`src/rtl/pc_sequencer_if.sv`:
```
// Bundle of signals between pc_sequencer and its surroundings: IF stage, hazard unit, ID resolution and debug control.
// The slave modport is the sequencer's view; the master modport drives the inputs and observes the outputs.
interface pc_sequencer_if #(
  parameter int ADDR_W = 32
);
  logic [ADDR_W-1:0] pc_cur;
  logic              start;
  logic              step_mode;
  logic              step_req;
  logic              stall;
  logic              branch_taken;
  logic [ADDR_W-1:0] branch_target;
  logic              jump;
  logic [ADDR_W-1:0] jump_target;
  logic              halt_detect;
  logic              pc_enable;
  logic [ADDR_W-1:0] pc_next;
  logic              flush_if;
  logic              running;
  logic              halted;
  logic [31:0]       cycle_count;

  modport master (
    output pc_cur, start, step_mode, step_req, stall,
           branch_taken, branch_target, jump, jump_target, halt_detect,
    input  pc_enable, pc_next, flush_if, running, halted, cycle_count
  );

  modport slave (
    input  pc_cur, start, step_mode, step_req, stall,
           branch_taken, branch_target, jump, jump_target, halt_detect,
    output pc_enable, pc_next, flush_if, running, halted, cycle_count
  );
endinterface

```
`src/rtl/pc_sequencer.sv`:
```
// Next-PC controller: drives enable/next-address of an unreset PC register, with run, single-step, halt and drain.
// Optional active-cycle counter enabled by defining PCSEQ_CYCLE_CNT_EN; otherwise cycle_count is tied to 0.
//
// state   | meaning
// --------+-------------------------------------------------------
// IDLE    | waiting for start, no PC updates
// RUN     | continuous fetch, one PC update per unstalled cycle
// STEP    | debug mode, one PC update per step_req rising edge
// DRAIN   | HALT fetched, letting the pipeline empty for DRAIN_CYCLES
// HALTED  | stopped until reset
module pc_sequencer #(
  parameter int                ADDR_W       = 32,
  parameter logic [ADDR_W-1:0] RESET_VECTOR = '0,
  parameter int                PC_INC       = 4,
  parameter int                DRAIN_CYCLES = 4
) (
  input logic            clk,
  input logic            reset,
  pc_sequencer_if.slave  bus
);

  localparam logic [2:0] S_IDLE   = 3'd0;
  localparam logic [2:0] S_RUN    = 3'd1;
  localparam logic [2:0] S_STEP   = 3'd2;
  localparam logic [2:0] S_DRAIN  = 3'd3;
  localparam logic [2:0] S_HALTED = 3'd4;

  localparam int CNT_W = (DRAIN_CYCLES > 1) ? $clog2(DRAIN_CYCLES) : 1;
  localparam logic [CNT_W-1:0] DRAIN_LOAD = CNT_W'(DRAIN_CYCLES - 1);

  logic [2:0]       state_q, state_d;
  logic             step_req_q, step_req_d;
  logic             pending_q, pending_d;
  logic [CNT_W-1:0] drain_cnt_q, drain_cnt_d;

  logic              grant;
  logic              step_edge;
  logic              running;
  logic [ADDR_W-1:0] pc_seq;

  assign step_edge = bus.step_req & ~step_req_q;
  assign pc_seq    = bus.pc_cur + ADDR_W'(PC_INC);

  always_comb begin
    state_d     = state_q;
    step_req_d  = bus.step_req;
    pending_d   = pending_q;
    drain_cnt_d = drain_cnt_q;
    grant       = 1'b0;
    case (state_q)
      S_IDLE: begin
        if (bus.start) state_d = bus.step_mode ? S_STEP : S_RUN;
      end
      S_RUN: begin
        grant = ~bus.stall & ~bus.halt_detect;
        if (bus.halt_detect && !bus.stall) begin
          state_d     = S_DRAIN;
          drain_cnt_d = DRAIN_LOAD;
        end
      end
      S_STEP: begin
        grant = pending_q & ~bus.stall & ~bus.halt_detect;
        // Edges arriving while a step is already pending are absorbed.
        if (grant) pending_d = 1'b0;
        else if (step_edge) pending_d = 1'b1;
        if (bus.halt_detect && !bus.stall) begin
          state_d     = S_DRAIN;
          drain_cnt_d = DRAIN_LOAD;
          pending_d   = 1'b0;
        end
      end
      S_DRAIN: begin
        if (drain_cnt_q == '0) state_d = S_HALTED;
        else drain_cnt_d = drain_cnt_q - 1'b1;
      end
      default: ;
    endcase
  end

  always_ff @(posedge clk) begin
    if (reset) begin
      state_q     <= S_IDLE;
      step_req_q  <= 1'b0;
      pending_q   <= 1'b0;
      drain_cnt_q <= '0;
    end else begin
      state_q     <= state_d;
      step_req_q  <= step_req_d;
      pending_q   <= pending_d;
      drain_cnt_q <= drain_cnt_d;
    end
  end

  // Reset overrides everything so the unreset PC register loads the vector.
  always_comb begin
    bus.pc_enable = 1'b0;
    bus.pc_next   = pc_seq;
    bus.flush_if  = 1'b0;
    if (reset) begin
      bus.pc_enable = 1'b1;
      bus.pc_next   = RESET_VECTOR;
    end else if (grant) begin
      bus.pc_enable = 1'b1;
      bus.flush_if  = bus.branch_taken | bus.jump;
      if (bus.branch_taken) bus.pc_next = bus.branch_target;
      else if (bus.jump)    bus.pc_next = bus.jump_target;
    end
  end

  assign running     = ~reset & ((state_q == S_RUN) | (state_q == S_STEP) | (state_q == S_DRAIN));
  assign bus.running = running;
  assign bus.halted  = ~reset & (state_q == S_HALTED);

`ifdef PCSEQ_CYCLE_CNT_EN
  logic [31:0] cycle_cnt_q, cycle_cnt_d;

  always_comb begin
    cycle_cnt_d = cycle_cnt_q;
    if (running) cycle_cnt_d = cycle_cnt_q + 32'd1;
  end

  always_ff @(posedge clk) begin
    if (reset) cycle_cnt_q <= '0;
    else       cycle_cnt_q <= cycle_cnt_d;
  end

  assign bus.cycle_count = cycle_cnt_q;
`else
  assign bus.cycle_count = '0;
`endif

endmodule

```
`src/flat_wrapper.sv`:
```
// flat-port wrapper written by rule: the top's interface ports become plain ports
module pc_sequencer_flat 
#(
  parameter int                ADDR_W       = 32,
  parameter logic [ADDR_W-1:0] RESET_VECTOR = '0,
  parameter int                PC_INC       = 4,
  parameter int                DRAIN_CYCLES = 4
)
  (clk, reset, bus_pc_cur, bus_start, bus_step_mode, bus_step_req, bus_stall, bus_branch_taken, bus_branch_target, bus_jump, bus_jump_target, bus_halt_detect, bus_pc_enable, bus_pc_next, bus_flush_if, bus_running, bus_halted, bus_cycle_count);
  pc_sequencer_if #(.ADDR_W(ADDR_W)) bus_i ();
  input logic clk;
  input logic reset;
  input wire logic [$bits(bus_i.pc_cur)-1:0] bus_pc_cur;
  input wire logic [$bits(bus_i.start)-1:0] bus_start;
  input wire logic [$bits(bus_i.step_mode)-1:0] bus_step_mode;
  input wire logic [$bits(bus_i.step_req)-1:0] bus_step_req;
  input wire logic [$bits(bus_i.stall)-1:0] bus_stall;
  input wire logic [$bits(bus_i.branch_taken)-1:0] bus_branch_taken;
  input wire logic [$bits(bus_i.branch_target)-1:0] bus_branch_target;
  input wire logic [$bits(bus_i.jump)-1:0] bus_jump;
  input wire logic [$bits(bus_i.jump_target)-1:0] bus_jump_target;
  input wire logic [$bits(bus_i.halt_detect)-1:0] bus_halt_detect;
  output wire logic [$bits(bus_i.pc_enable)-1:0] bus_pc_enable;
  output wire logic [$bits(bus_i.pc_next)-1:0] bus_pc_next;
  output wire logic [$bits(bus_i.flush_if)-1:0] bus_flush_if;
  output wire logic [$bits(bus_i.running)-1:0] bus_running;
  output wire logic [$bits(bus_i.halted)-1:0] bus_halted;
  output wire logic [$bits(bus_i.cycle_count)-1:0] bus_cycle_count;
  assign bus_i.pc_cur = bus_pc_cur;
  assign bus_i.start = bus_start;
  assign bus_i.step_mode = bus_step_mode;
  assign bus_i.step_req = bus_step_req;
  assign bus_i.stall = bus_stall;
  assign bus_i.branch_taken = bus_branch_taken;
  assign bus_i.branch_target = bus_branch_target;
  assign bus_i.jump = bus_jump;
  assign bus_i.jump_target = bus_jump_target;
  assign bus_i.halt_detect = bus_halt_detect;
  assign bus_pc_enable = bus_i.pc_enable;
  assign bus_pc_next = bus_i.pc_next;
  assign bus_flush_if = bus_i.flush_if;
  assign bus_running = bus_i.running;
  assign bus_halted = bus_i.halted;
  assign bus_cycle_count = bus_i.cycle_count;
  pc_sequencer #(.ADDR_W(ADDR_W), .RESET_VECTOR(RESET_VECTOR), .PC_INC(PC_INC), .DRAIN_CYCLES(DRAIN_CYCLES)) u_core (.clk(clk), .reset(reset), .bus(bus_i));
endmodule
```
`config.mk`:
```
export PLATFORM = sky130hd
export DESIGN_NAME = pc_sequencer_flat
export DESIGN_NICKNAME = d
export VERILOG_FILES = /design/src/rtl/pc_sequencer_if.sv /design/src/rtl/pc_sequencer.sv /design/src/flat_wrapper.sv
export SDC_FILE = /design/constraint.sdc
export NUM_CORES = 1
export LEC_CHECK = 0
export CAP_MARGIN = 25
export CORE_UTILIZATION = 35
export DETAILED_ROUTE_END_ITERATION = 12
export MAX_ROUTING_LAYER = met4
export PLACE_DENSITY = 0.88
export SLEW_MARGIN = 20
export SYNTH_ARGS = -nofsm -noshare
export SYNTH_HDL_FRONTEND = slang
export SYNTH_SLANG_ARGS = --single-unit
```
`constraint.sdc`:
```
create_clock -name clk -period 5.6 [get_ports clk]
set_input_delay 0.56 -clock clk [delete_from_list [all_inputs] [get_ports clk]]
set_output_delay 0.56 -clock clk [all_outputs]
set_load 0.02 [all_outputs]
```
# After elaboration in Yosys (flattened, before gate mapping)
# Cells that the tools add are included.
[word_totals] inputBits=105 reg_bits=7 output_inout_bits=68 word_cells=58
[op_classes] n_addsub=2 n_reduce_logical=11 n_eq_ne=8 mux=20 bitwise_logic=13
[ops] cell="32-bit 2-to-1 mux" count=4
[ops] cell="32-bit by 3-bit adder with 32-bit output, second input constant" count=1
[ops] cell="3-bit 2-to-1 mux" count=3
[ops] cell="3-bit one-hot mux with 3 select lines" count=1
[ops] cell="1-bit 2-to-1 mux" count=7
[ops] cell="1-bit AND" count=6
[ops] cell="3-bit by 2-bit equality test with 1-bit output, second input constant" count=2
[ops] cell="2-bit 2-to-1 mux" count=3
[ops] cell="3-bit nonzero test" count=2
[ops] cell="2-bit by 1-bit inequality test with 1-bit output, second input constant" count=2
[ops] cell="2-bit inequality test, second input constant" count=2
[ops] cell="1-bit inverter" count=4
[ops] cell="2-bit one-hot mux with 2 select lines" count=1
[ops] cell="4-bit AND reduction" count=1
[ops] cell="3-bit by 1-bit equality test with 1-bit output, second input constant" count=1
[ops] cell="3-bit equality test, second input constant" count=1
[ops] cell="3-bit logical NOT" count=1
[ops] cell="1-bit OR" count=3
[ops] cell="3-bit AND reduction" count=1
[ops] cell="2-bit logical NOT" count=1
[ops] cell="1-bit one-hot mux with 2 select lines" count=1
[ops] cell="2-bit AND reduction" count=1
[ops] cell="2-bit nonzero test" count=1
[ops] cell="2-bit OR reduction" count=1
[ops] cell="3 further kinds" count=3

# Logic depth before layout (Yosys ltp)
[depth] ltp_word=6 mapped_depth=7 depth_no_buf=7

# Least setup slack after synthesis
# No wires, ideal clock.
[synth_path] path_kind="in2out" start="in bus_pc_cur[8]" end="out bus_pc_next[31]" path_stages=5 setup_slack_ns=2.861 t_arrival_ns=2.179 path_buffers=0 required_time_ns=5.040 path_cell_list="nand4_1 > nor4_1 > nand4_1 > xor2_1 > a221oi_1"
[synth_between] elab_chain_len=5
[synth_rtl] item="start, declared" line_no="flat_wrapper.sv:13" rtl="input wire logic [$bits(bus_i.pc_cur)-1:0] bus_pc_cur;"
[synth_rtl] item="32-bit by 3-bit adder with 32-bit output *" line_no="pc_sequencer.sv:42" rtl="assign pc_seq = bus.pc_cur + ADDR_W'(PC_INC);"
[synth_rtl] item="32-bit 2-to-1 mux" line_no="pc_sequencer.sv:106" rtl="else if (bus.jump) bus.pc_next = bus.jump_target;"
[synth_rtl] item="32-bit 2-to-1 mux" line_no="pc_sequencer.sv:105" rtl="if (bus.branch_taken) bus.pc_next = bus.branch_target;"
[synth_rtl] item="32-bit 2-to-1 mux *" line_no="pc_sequencer.sv:102" rtl="end else if (grant) begin"
[synth_rtl] item="32-bit 2-to-1 mux *" line_no="pc_sequencer.sv:99" rtl="if (reset) begin"
[synth_rtl] item="end, declared" line_no="flat_wrapper.sv:24" rtl="output wire logic [$bits(bus_i.pc_next)-1:0] bus_pc_next;"
# Every way passes the cells marked *; elsewhere a longest branch is shown, timed or not.

# Worst setup path after layout
[layout_path] start="in bus_branch_taken" end="out bus_pc_next[7]"
[layout_between] elab_chain_len=3
[layout_rtl] item="start, declared" line_no="flat_wrapper.sv:18" rtl="input wire logic [$bits(bus_i.branch_taken)-1:0] bus_branch_taken;"
[layout_rtl] item="32-bit 2-to-1 mux" line_no="pc_sequencer.sv:105"
[layout_rtl] item="32-bit 2-to-1 mux" line_no="pc_sequencer.sv:102"
[layout_rtl] item="32-bit 2-to-1 mux" line_no="pc_sequencer.sv:99"
# No other way between the ends.

==> impl_metrics.ini <==
[critical_path]
worstSetupPathType = in2out
worstPathArrival_ns = 3.45
path_common_cell = clkdlybuf4s50_1
critPathMaxFanout = 33
worst_setup_path_end_kind = output port
cp.buffers_inverters = 4
crit_slowest_cell = nand2_1
slowest_delay_ns = 0.74
required_ns = 5.04
crit_chain = clkdlybuf4s50_1 -> inv_1 -> buf_4 -> nand2_1 -> o22ai_1 -> a221oi_1 -> clkdlybuf4s50_1
crit_path_start_kind = input pin
crit_family = buffers and inverters

[synthesis]
synth_edf_count = 0
netlist.top_cell.by_area = a221oi_2
yosys.area_share.adder_pct = 1.271
synth-seq-cells = 7
yosysSeqAreaShare_pct = 7.120
synth.top_cell.area_share_pct = 13.73
synth_top_family_by_area = compound AO/OA/AOI/OAI gates
synthCells = 271
synth.area.top_cells = a221oi_2 14%, buf_4 13%, o22ai_1 8.9%
synth_compound_area_share_pct = 35.35
syn_area_um2 = 1968
synthSimpleGateAreaFrac_pct = 25.56
synth_xor_xnor_area_share_pct = 12.46
synthFlopType = dfxtp_1
ys_warn_count = 0
avgSynthCellArea_um2 = 7.263
synthMuxAreaShare_pct = 0.5086
synth.distinct_cells = 40
async_flop_share_pct = 0

[floorplanning]
core-area_um2 = 5270
ios = 173
die_y_um = 76.99
dieWidth_um = 76.99
dieArea_um2 = 5927
rows = 26
initial_core_util_pct = 37.35

[pwr]
peakVddDrop_mv = 0.06346
total_leakage_power_nw = 1.150
power_density_nw_per_um2 = 117.0

[cts]
cts_hold_buf = 0
cts-root-buf = clkbuf_8
clk_latency_ns = 0.23
cts_buffers = 3
cts_tree = built
path_clk_slew_ns = 0.04
post_cts_buffers = 0
htreeDepth = 1
clock-sinks = 7
postCtsResizedCells = 0
cts.path.max_buffers = 2

[min_path]
worstHoldPathType = reg2reg

[flow_run]
cap_violations = 0

[sta]
period_minus_slack_ns = 4.008
hold_violations = 0
worst_pin_slew_ns = 0.9709
fin_crit_sh_pct = 71.56
setup_viol = 0
finalMaxSlewViolations = 0
grt_setup_unrepaired = false
setup_tns_ns = 0
slew_headroom_pct = 35.27
timing.fmax_mhz = 249.5
fin_skew_ns = 0.0001270

[cells_and_area]
final_common_cell = clkdlybuf4s50_1
final_cell_area_um2 = 3344
areaGrowthSynthToFinish_pct = 69.93
nNetsFinal = 506
antenna_cells = 0
fin_util_pct = 63.46
final_cell_mix = 139 x clkdlybuf4s50_1, 32 x conb_1, 28 x o22ai_1
layout-drive-gt1-share_pct = 7.286

[routing]
routed_wirelength_um = 7195
drtPass1Iterations = 4
routed-via-count = 2496
avgViaCountPerCell = 5.333
postRouteAntennaNets = 0
wl_per_cell_um = 15.37
drc = 0
initialDrtViolationCount = 143

[place]
placed_area_um2 = 3272
dpl.hpwl_um = 5515
portBuffers = 140
gp_congestion = 0.8188

[run_status]
status = completed

[global_routing]
grtUsageTotal_pct = 24.12
grt_pass1_vias = 2405
antenna_found_initial = 0
grt_pass1_wl_um = 11520
grt_max_degree = 44
grt.overflow.total = 0
[metal layers]
metal	up-vias	wire (µm)	GRT usage, %	part of all wire [%]
li1	1228	-	-	-
met1	1147	3066	28.84	43
met2	110	3608	43.48	50
met3	11	405	1.667	5.6
met4	0	116	6.226	1.6
met5	-	0	-	0
[power breakdown]
group	total [mW]	switching, mW	internal (mW)
Combinational	0.254	0.122	0.132
Sequential	0.0633	0.00887	0.0545
Clock	0.0737	0.0243	0.0495
Total	0.391	0.155	0.236
[sequential cells by signal, indices dropped and copies added (netlist names)]
register,cells
u_core.pending_q,1
u_core.drain_cnt_q,2
u_core.step_req_q,1
u_core.state_q,3
[area by class of cell]
type / count / area (µm²)
Clock buffer: 4 / 45.04
Fill cell: 455 / 1926
Inverter: 7 / 26.28
Multi-Input combinational cell: 237 / 1607
Sequential cell: 7 / 140.1
Tap cell: 70 / 87.58
Timing Repair Buffer: 143 / 1439
[kinds of logic after synthesis]
kind of cell / after synthesis
fa+ha+maj: 2
xor+xnor: 28
mux: 1
buf+inv: 58
compound gates: 78
flops: 7
other cells: 1
simple gates: 96
[cell usage after synthesis, types with 8 or more instances]
master     n
clkbuf_1  15
nand2_1   11
a221oi_1   8
xor2_1    17
o22ai_1   28
nor2_1    24
nand4_1    8
a221oi_2  18
nor3_1     8
buf_4     33
nand3_1   17
xnor2_1   11
[final timing paths]
kind                    startpoint               endpoint  slack [ns]  cells past startpoint
min          u_core.drain_cnt_q[0]  u_core.drain_cnt_q[0]        0.47                      1
min reg2reg  u_core.drain_cnt_q[0]  u_core.drain_cnt_q[0]        0.47                      1
max               bus_branch_taken         bus_pc_next[7]        1.59                      7
max reg2reg      u_core.state_q[1]  u_core.drain_cnt_q[0]        4.15                      5
[through the flow]
step | hold WS (ns) | power, mW | setup slack [ns] | std cells
6_report | 0.4723 | 0.3914 | 1.592 | 468
5_1_grt | 0.4897 | 0.4137 | 1.311 | 468
4_1_cts | 0.4730 | 0.3893 | 1.568 | 467
3_5_place_dp | 0.4638 | 0.3152 | 1.572 | 463
3_3_place_gp | 0.4487 | 0.3110 | 1.598 | 463
2_1_floorplan | 0.4367 | 0.2033 | 2.861 | 302
No activity file was read; power rests on OpenSTA's default activity.
